[src/rtl/rv32i_pkg.sv]
// rtl/rv32i_pkg.sv - shared RV32I ALU decode constants and decode bundle type
//
// Purpose: ALU operation codes (shared with the execute-stage ALU), the
// ALU-class major opcodes, funct7 qualifiers and the packed decode bundle
// that travels from the decoder into the decode-stage pipeline register.
// Ports: none (package).

package rv32i_pkg;

   typedef enum logic [3:0] {
      ALU_ADD  = 4'b0000,
      ALU_SUB  = 4'b0001,
      ALU_AND  = 4'b0010,
      ALU_OR   = 4'b0011,
      ALU_XOR  = 4'b0100,
      ALU_SLL  = 4'b0101,
      ALU_SRL  = 4'b0110,
      ALU_SRA  = 4'b0111,
      ALU_SLT  = 4'b1000,
      ALU_SLTU = 4'b1001
   } alu_op_e;

   localparam logic [6:0] OPC_OP     = 7'b0110011;
   localparam logic [6:0] OPC_OP_IMM = 7'b0010011;
   localparam logic [6:0] OPC_LUI    = 7'b0110111;
   localparam logic [6:0] OPC_AUIPC  = 7'b0010111;

   localparam logic [6:0] F7_BASE = 7'b0000000;
   localparam logic [6:0] F7_ALT  = 7'b0100000;

   typedef struct packed {
      alu_op_e     alu_control;
      logic [4:0]  rs1;
      logic [4:0]  rs2;
      logic [4:0]  rd;
      logic [31:0] imm;
      logic        use_imm;
      logic        use_pc;
      logic        reg_write;
      logic        illegal;
   } decode_t;

   // I-type immediate, sign-extended from instr[31].
   function automatic logic [31:0] imm_i(input logic [31:0] instr);
      return {{20{instr[31]}}, instr[31:20]};
   endfunction

   // U-type immediate: upper 20 bits, low 12 bits zero.
   function automatic logic [31:0] imm_u(input logic [31:0] instr);
      return {instr[31:12], 12'b0};
   endfunction

endpackage

[src/rtl/rv32i_alu_decoder.sv]
// rtl/rv32i_alu_decoder.sv - combinational RV32I ALU-class instruction decoder
//
// Purpose: turns one raw instruction word into a decode bundle.
// Ports:
//   instr  in   32  raw instruction word
//   dec    out  decode_t  decoded ALU controls; illegal forms come out with
//                 alu_control=ADD, imm=0, no operand selects, reg_write=0

module rv32i_alu_decoder
   import rv32i_pkg::*;
(
   input  logic [31:0] instr,
   output decode_t     dec
);

   logic [6:0] opcode;
   logic [2:0] funct3;
   logic [6:0] funct7;
   decode_t    d;

   assign opcode = instr[6:0];
   assign funct3 = instr[14:12];
   assign funct7 = instr[31:25];

   always_comb begin
      d             = '0;
      d.rs1         = instr[19:15];
      d.rs2         = instr[24:20];
      d.rd          = instr[11:7];
      d.alu_control = ALU_ADD;
      d.illegal     = 1'b1;

      // Opcode compare covers instr[1:0]==2'b11: every ALU-class opcode ends in 11.
      case (opcode)
         OPC_OP: begin
            d.illegal = 1'b0;
            case (funct3)
               3'b000: begin
                  if (funct7 == F7_BASE)     d.alu_control = ALU_ADD;
                  else if (funct7 == F7_ALT) d.alu_control = ALU_SUB;
                  else                       d.illegal     = 1'b1;
               end
               3'b001: begin
                  d.alu_control = ALU_SLL;
                  d.illegal     = (funct7 != F7_BASE);
               end
               3'b010: begin
                  d.alu_control = ALU_SLT;
                  d.illegal     = (funct7 != F7_BASE);
               end
               3'b011: begin
                  d.alu_control = ALU_SLTU;
                  d.illegal     = (funct7 != F7_BASE);
               end
               3'b100: begin
                  d.alu_control = ALU_XOR;
                  d.illegal     = (funct7 != F7_BASE);
               end
               3'b101: begin
                  if (funct7 == F7_BASE)     d.alu_control = ALU_SRL;
                  else if (funct7 == F7_ALT) d.alu_control = ALU_SRA;
                  else                       d.illegal     = 1'b1;
               end
               3'b110: begin
                  d.alu_control = ALU_OR;
                  d.illegal     = (funct7 != F7_BASE);
               end
               default: begin
                  d.alu_control = ALU_AND;
                  d.illegal     = (funct7 != F7_BASE);
               end
            endcase
         end

         OPC_OP_IMM: begin
            d.illegal = 1'b0;
            d.use_imm = 1'b1;
            d.rs2     = 5'd0;
            d.imm     = imm_i(instr);
            case (funct3)
               3'b000: d.alu_control = ALU_ADD;
               3'b010: d.alu_control = ALU_SLT;
               3'b011: d.alu_control = ALU_SLTU;
               3'b100: d.alu_control = ALU_XOR;
               3'b110: d.alu_control = ALU_OR;
               3'b111: d.alu_control = ALU_AND;
               3'b001: begin
                  // imm[11:5] doubles as the shift funct7 field.
                  d.alu_control = ALU_SLL;
                  d.imm         = {27'b0, instr[24:20]};
                  d.illegal     = (funct7 != F7_BASE);
               end
               default: begin
                  d.imm = {27'b0, instr[24:20]};
                  if (funct7 == F7_BASE)     d.alu_control = ALU_SRL;
                  else if (funct7 == F7_ALT) d.alu_control = ALU_SRA;
                  else                       d.illegal     = 1'b1;
               end
            endcase
         end

         OPC_LUI, OPC_AUIPC: begin
            d.illegal     = 1'b0;
            d.alu_control = ALU_ADD;
            d.rs1         = 5'd0;
            d.rs2         = 5'd0;
            d.imm         = imm_u(instr);
            d.use_imm     = 1'b1;
            d.use_pc      = (opcode == OPC_AUIPC);
         end

         default: d.illegal = 1'b1;
      endcase

      // Illegal words still issue, but with neutral ALU controls so EX does nothing harmful.
      if (d.illegal) begin
         d.alu_control = ALU_ADD;
         d.imm         = '0;
         d.use_imm     = 1'b0;
         d.use_pc      = 1'b0;
      end

      d.reg_write = !d.illegal && (d.rd != 5'd0);
      dec         = d;
   end

endmodule

[src/rtl/rv32i_alu_decode_stage.sv]
// rtl/rv32i_alu_decode_stage.sv - registered RV32I ALU decode stage with handshake
//
// Purpose: accepts fetched instructions over valid/ready, decodes them with
// rv32i_alu_decoder and holds one EX payload register with back-pressure
// and flush.
// Ports:
//   clk, rst            clock and synchronous active-high reset
//   flush               drop held payload and the instruction offered this cycle
//   in_valid/in_ready   fetch-side handshake; in_instr, in_pc payload
//   out_valid/out_ready EX-side handshake
//   out_alu_control, out_rs1, out_rs2, out_rd, out_imm, out_use_imm,
//   out_use_pc, out_reg_write, out_pc, out_illegal   registered EX controls

module rv32i_alu_decode_stage
   import rv32i_pkg::*;
#(
   parameter int              XLEN         = 32,
   parameter logic [XLEN-1:0] RESET_PC_TAG = 32'h0000_0000
)
(
   input  logic            clk,
   input  logic            rst,
   input  logic            flush,
   input  logic            in_valid,
   output logic            in_ready,
   input  logic [31:0]     in_instr,
   input  logic [XLEN-1:0] in_pc,
   output logic            out_valid,
   input  logic            out_ready,
   output logic [3:0]      out_alu_control,
   output logic [4:0]      out_rs1,
   output logic [4:0]      out_rs2,
   output logic [4:0]      out_rd,
   output logic [XLEN-1:0] out_imm,
   output logic            out_use_imm,
   output logic            out_use_pc,
   output logic            out_reg_write,
   output logic [XLEN-1:0] out_pc,
   output logic            out_illegal
);

   decode_t         dec;
   logic            accept;

   logic            valid_d, valid_q;
   decode_t         payload_d, payload_q;
   logic [XLEN-1:0] pc_d, pc_q;

   rv32i_alu_decoder u_decoder (
      .instr (in_instr),
      .dec   (dec)
   );

   // Ready ignores flush so the handshake stays purely combinational on state.
   assign in_ready = !valid_q || out_ready;
   assign accept   = in_valid && in_ready && !flush;

   always_comb begin
      valid_d   = valid_q;
      payload_d = payload_q;
      pc_d      = pc_q;

      if (flush) begin
         valid_d = 1'b0;
      end else if (accept) begin
         valid_d   = 1'b1;
         payload_d = dec;
         pc_d      = in_pc;
      end else if (out_ready) begin
         valid_d = 1'b0;
      end
   end

   always_ff @(posedge clk) begin
      if (rst) begin
         valid_q   <= 1'b0;
         payload_q <= '0;
         pc_q      <= RESET_PC_TAG;
      end else begin
         valid_q   <= valid_d;
         payload_q <= payload_d;
         pc_q      <= pc_d;
      end
   end

   assign out_valid       = valid_q;
   assign out_alu_control = payload_q.alu_control;
   assign out_rs1         = payload_q.rs1;
   assign out_rs2         = payload_q.rs2;
   assign out_rd          = payload_q.rd;
   assign out_imm         = payload_q.imm;
   assign out_use_imm     = payload_q.use_imm;
   assign out_use_pc      = payload_q.use_pc;
   assign out_reg_write   = payload_q.reg_write;
   assign out_illegal     = payload_q.illegal;
   assign out_pc          = pc_q;

endmodule

[config.mk]
export PLATFORM = sky130hd
export DESIGN_NAME = rv32i_alu_decode_stage
export DESIGN_NICKNAME = d
export VERILOG_FILES = /design/src/rtl/rv32i_pkg.sv /design/src/rtl/rv32i_alu_decoder.sv /design/src/rtl/rv32i_alu_decode_stage.sv
export SDC_FILE = /design/constraint.sdc
export NUM_CORES = 1
export LEC_CHECK = 0
export ABC_AREA = 1
export ABC_CLOCK_PERIOD_IN_PS = 1860
export CORE_MARGIN = 5
export CORE_UTILIZATION = 37
export CTS_CLUSTER_SIZE = 8
export DETAILED_ROUTE_END_ITERATION = 8
export PLACE_DENSITY_LB_ADDON = 0.08
export SETUP_SLACK_MARGIN = 0.3
export SLEW_MARGIN = 20
export SYNTH_ARGS = -nofsm -noshare
export SYNTH_HDL_FRONTEND = slang
export SYNTH_SLANG_ARGS = --single-unit
[constraint.sdc]
create_clock -name clk -period 1.86 [get_ports clk]
set_clock_uncertainty 0.1 [all_clocks]
set_input_delay 0.279 -clock clk [delete_from_list [all_inputs] [get_ports clk]]
set_output_delay 0.279 -clock clk [all_outputs]
set_load 0.005 [all_outputs]
==> metrics.yaml <==
synth-simple-area-share: 0.2465
final_area_mm2: 0.005831
multi_input_area_mm2: 0.001640
pin_count: 158
grt.busiest_layer: "met2"
syn_inst: 465
cts_root_buffer: "clkbuf_8"
coreArea_mm2: 0.009196
place_congestion: 0.8300
end_kind: "flop"
synth_xor_area_frac: 0.002515
pwr_density_cell_mw_per_mm2: 651.9
drive_gt1_frac: 0.2177
insertion_delay_ps: 340
grt_pass1_wl_um: 18140
synth.distinct_cells: 28
port_buffers: 157
holdPathStages: 4
slowest_delay_ps: 330
ant_nets: 0
diodes: 0
area_delta_synth_final_pct: 67.45
min_path_type: "primary input to flop"
die_h_um: 107.0
synth-seq-cells: 88
synth_flop_cell: "dfxtp_1"
post_drt_wl_per_cell_um: 14.86
use_met1: 0.2429
seqCellArea_mm2: 0.001792
peakVddDrop_mv: 0.3289
power_mw: 3.801
synth_top_area_frac: 0.5059
crit_path_start_kind: "flop"
initial_core_util: 0.3786
hold_viol: 0
clock_path_buffers: 2
first_pass_iters: 4
dp.final_hpwl_um: 7990
die_w_um: 107.0
grt-ovfl-total: 0
vias: 3701
dieArea_mm2: 0.01145
path_class: "flop to flop"
synthTopCellsByArea: "dfxtp_1 51%, nor2_1 11%, nand2_1 8.7%, a21oi_1 7.6%, o21ai_0 5.9%"
yosys-mux-area-fraction: 0
rsz0062_at_grt: "yes"
setup_viol: 0
antenna_found_initial: 0
use_met3: 0.07225
slowest_stage: "dfxtp_2"
cts_sinks: 88
synth_top_family_by_area: "simple AND/OR/NAND/NOR gates"
route.detailed.drc: 0
synth_nets: 534
syn_area_mm2: 0.003482
wl_um: 11550
slew_violations: 0
grt_pass1_vias: 3693
use_met2: 0.3278
synthTopCellsByCount: "100 x nor2_1, 88 x dfxtp_1, 81 x nand2_1"
clkSlewWorstSetupHoldPaths_ps: 80
status: "complete, no violations"
nets: 730
ys_seq_area_frac: 0.5059
nFillCells: 857
first_iter_violations: 115
maxSlewHeadroom: 0.6246
max_cap_violations: 0
track_usage: 0.1969
synthArstFlopShare: 0
clock.fmax_ghz: 0.6513
yosysMostFrequentCell: "nor2_1"
rows: 35
via_per_inst: 4.763
synth_top_area_cell: "dfxtp_1"
cts_inserted_buffers: 9
synthAdderAreaFrac: 0
synth-edff-count: 0
critPathRequiredTime_ps: 2040
grt_max_degree: 46
period_needed_ps: 1535
cp_data_arrival_time_ps: 1710
synth_compound_area_frac: 0.1833
placement.cell_area_mm2: 0.005403
htree_levels: 3
max_slew.worst_pin.slew_ps: 563.1
yosys_warnings: 0
tritoncts: "built"
avgSynthCellArea_um2: 7.488
path_max_fanout: 8
fin_crit_sh: 0.8255
ff2ff_path_depth: 10
crit_path_cell_trace: "inv_2 > nor2_4 > nor3_4 > buf_12 > inv_8 > nor2_4 > buf_6 > buf_6 > nand2_2 > a21oi_2"
power.leakage_nw: 2.737
## stage by stage
stage / TNS [ps] / std cells / hold WS, ps / utilization / worst slack [ps]
finish: 0 / 777 / 191.6 / 0.6340 / 324.6
global route: 0 / 777 / 198.4 / 0.6340 / 240.4
CTS: 0 / 775 / 184.7 / 0.6188 / 261.2
detailed placement: -7184 / 747 / 347.0 / 0.5875 / -227.0
global placement: -4639 / 747 / 342.7 / 0.5875 / -153.8
floorplan: 0 / 465 / 257.5 / - / 345.1
## placed cells by master, fill, tap and decap left out, types with 3 or more instances in the layout
| master | n |
|---|---|
| dlygate4sd2_1 | 105 |
| nor2_1 | 94 |
| nand2_1 | 75 |
| dfxtp_1 | 64 |
| clkdlybuf4s50_1 | 49 |
| a21oi_1 | 47 |
| buf_4 | 42 |
| o21ai_0 | 38 |
| dfxtp_2 | 24 |
| inv_1 | 17 |
| a21oi_2 | 16 |
| nand3_1 | 15 |
| clkbuf_8 | 10 |
| inv_2 | 6 |
| nand2_2 | 6 |
| nor2_4 | 5 |
| nor2_2 | 5 |
| buf_6 | 5 |
| a22oi_1 | 4 |
| buf_12 | 4 |
| o21ai_1 | 3 |
## final timing paths
path	from	endpoint	slack, ps
worst max-delay path	out_valid	out_alu_control[3]	320
worst min-delay path	out_ready	out_valid	190
worst max register to register	out_valid	out_alu_control[3]	320
worst min register to register	out_rs2[4]	out_rs2[4]	360
## layout make-up
type | count | share of cell area
clock inverters | 5 | 0.007082
inverters | 24 | 0.01674
multi-input cells | 326 | 0.2813
well taps | 111 | 0.02382
clock buffers | 11 | 0.02425
flip-flops and latches | 88 | 0.3073
repair buffers | 212 | 0.3395
## power by group
group | internal (mW) | switching, mW
Clock | 0.533 | 0.702
Combinational | 0.316 | 0.267
Sequential | 1.95 | 0.0305
## state kept, by name (all words and copies together) (netlist names)
register / cells
out_imm: 32
out_pc: 32
out_rd: 5
out_rs1: 5
out_rs2: 5
out_alu_control: 4
out_illegal: 1
out_reg_write: 1
out_use_imm: 1
out_use_pc: 1
out_valid: 1
## repair_timing
item                                    in CTS  in global routing
setup buffers                                9                  1
endpoints found under the setup margin     127                 52
hold buffers                                 0                  0
pin swaps                                   15                 16
cloned                                       3                  1
resized for setup                          147                 35
## metal layers
layer	up-vias	wire length, um
li1	1904	-
met1	1671	4855
met2	118	5660
met3	8	969
met4	0	63
met5	-	0
## critical path, delay by kind of cell, from the launching register on
family / cells / cell delay [ps]
buffers and inverters: 5 / 480
AND/OR/NAND/NOR: 4 / 430
flip-flops: 1 / 330
AO/OA/AOI/OAI: 1 / 130
## kinds of logic (layout without fill, tap and decap cells)
kind of cell / Yosys count / count (layout)
buffers and inverters: 52 / 252
AO/OA/AOI/OAI: 115 / 115
AND/OR/NAND/NOR: 209 / 210
flip-flops: 88 / 88
XOR/XNOR: 1 / 1
Note: power is estimated with default switching activity, not from simulation.
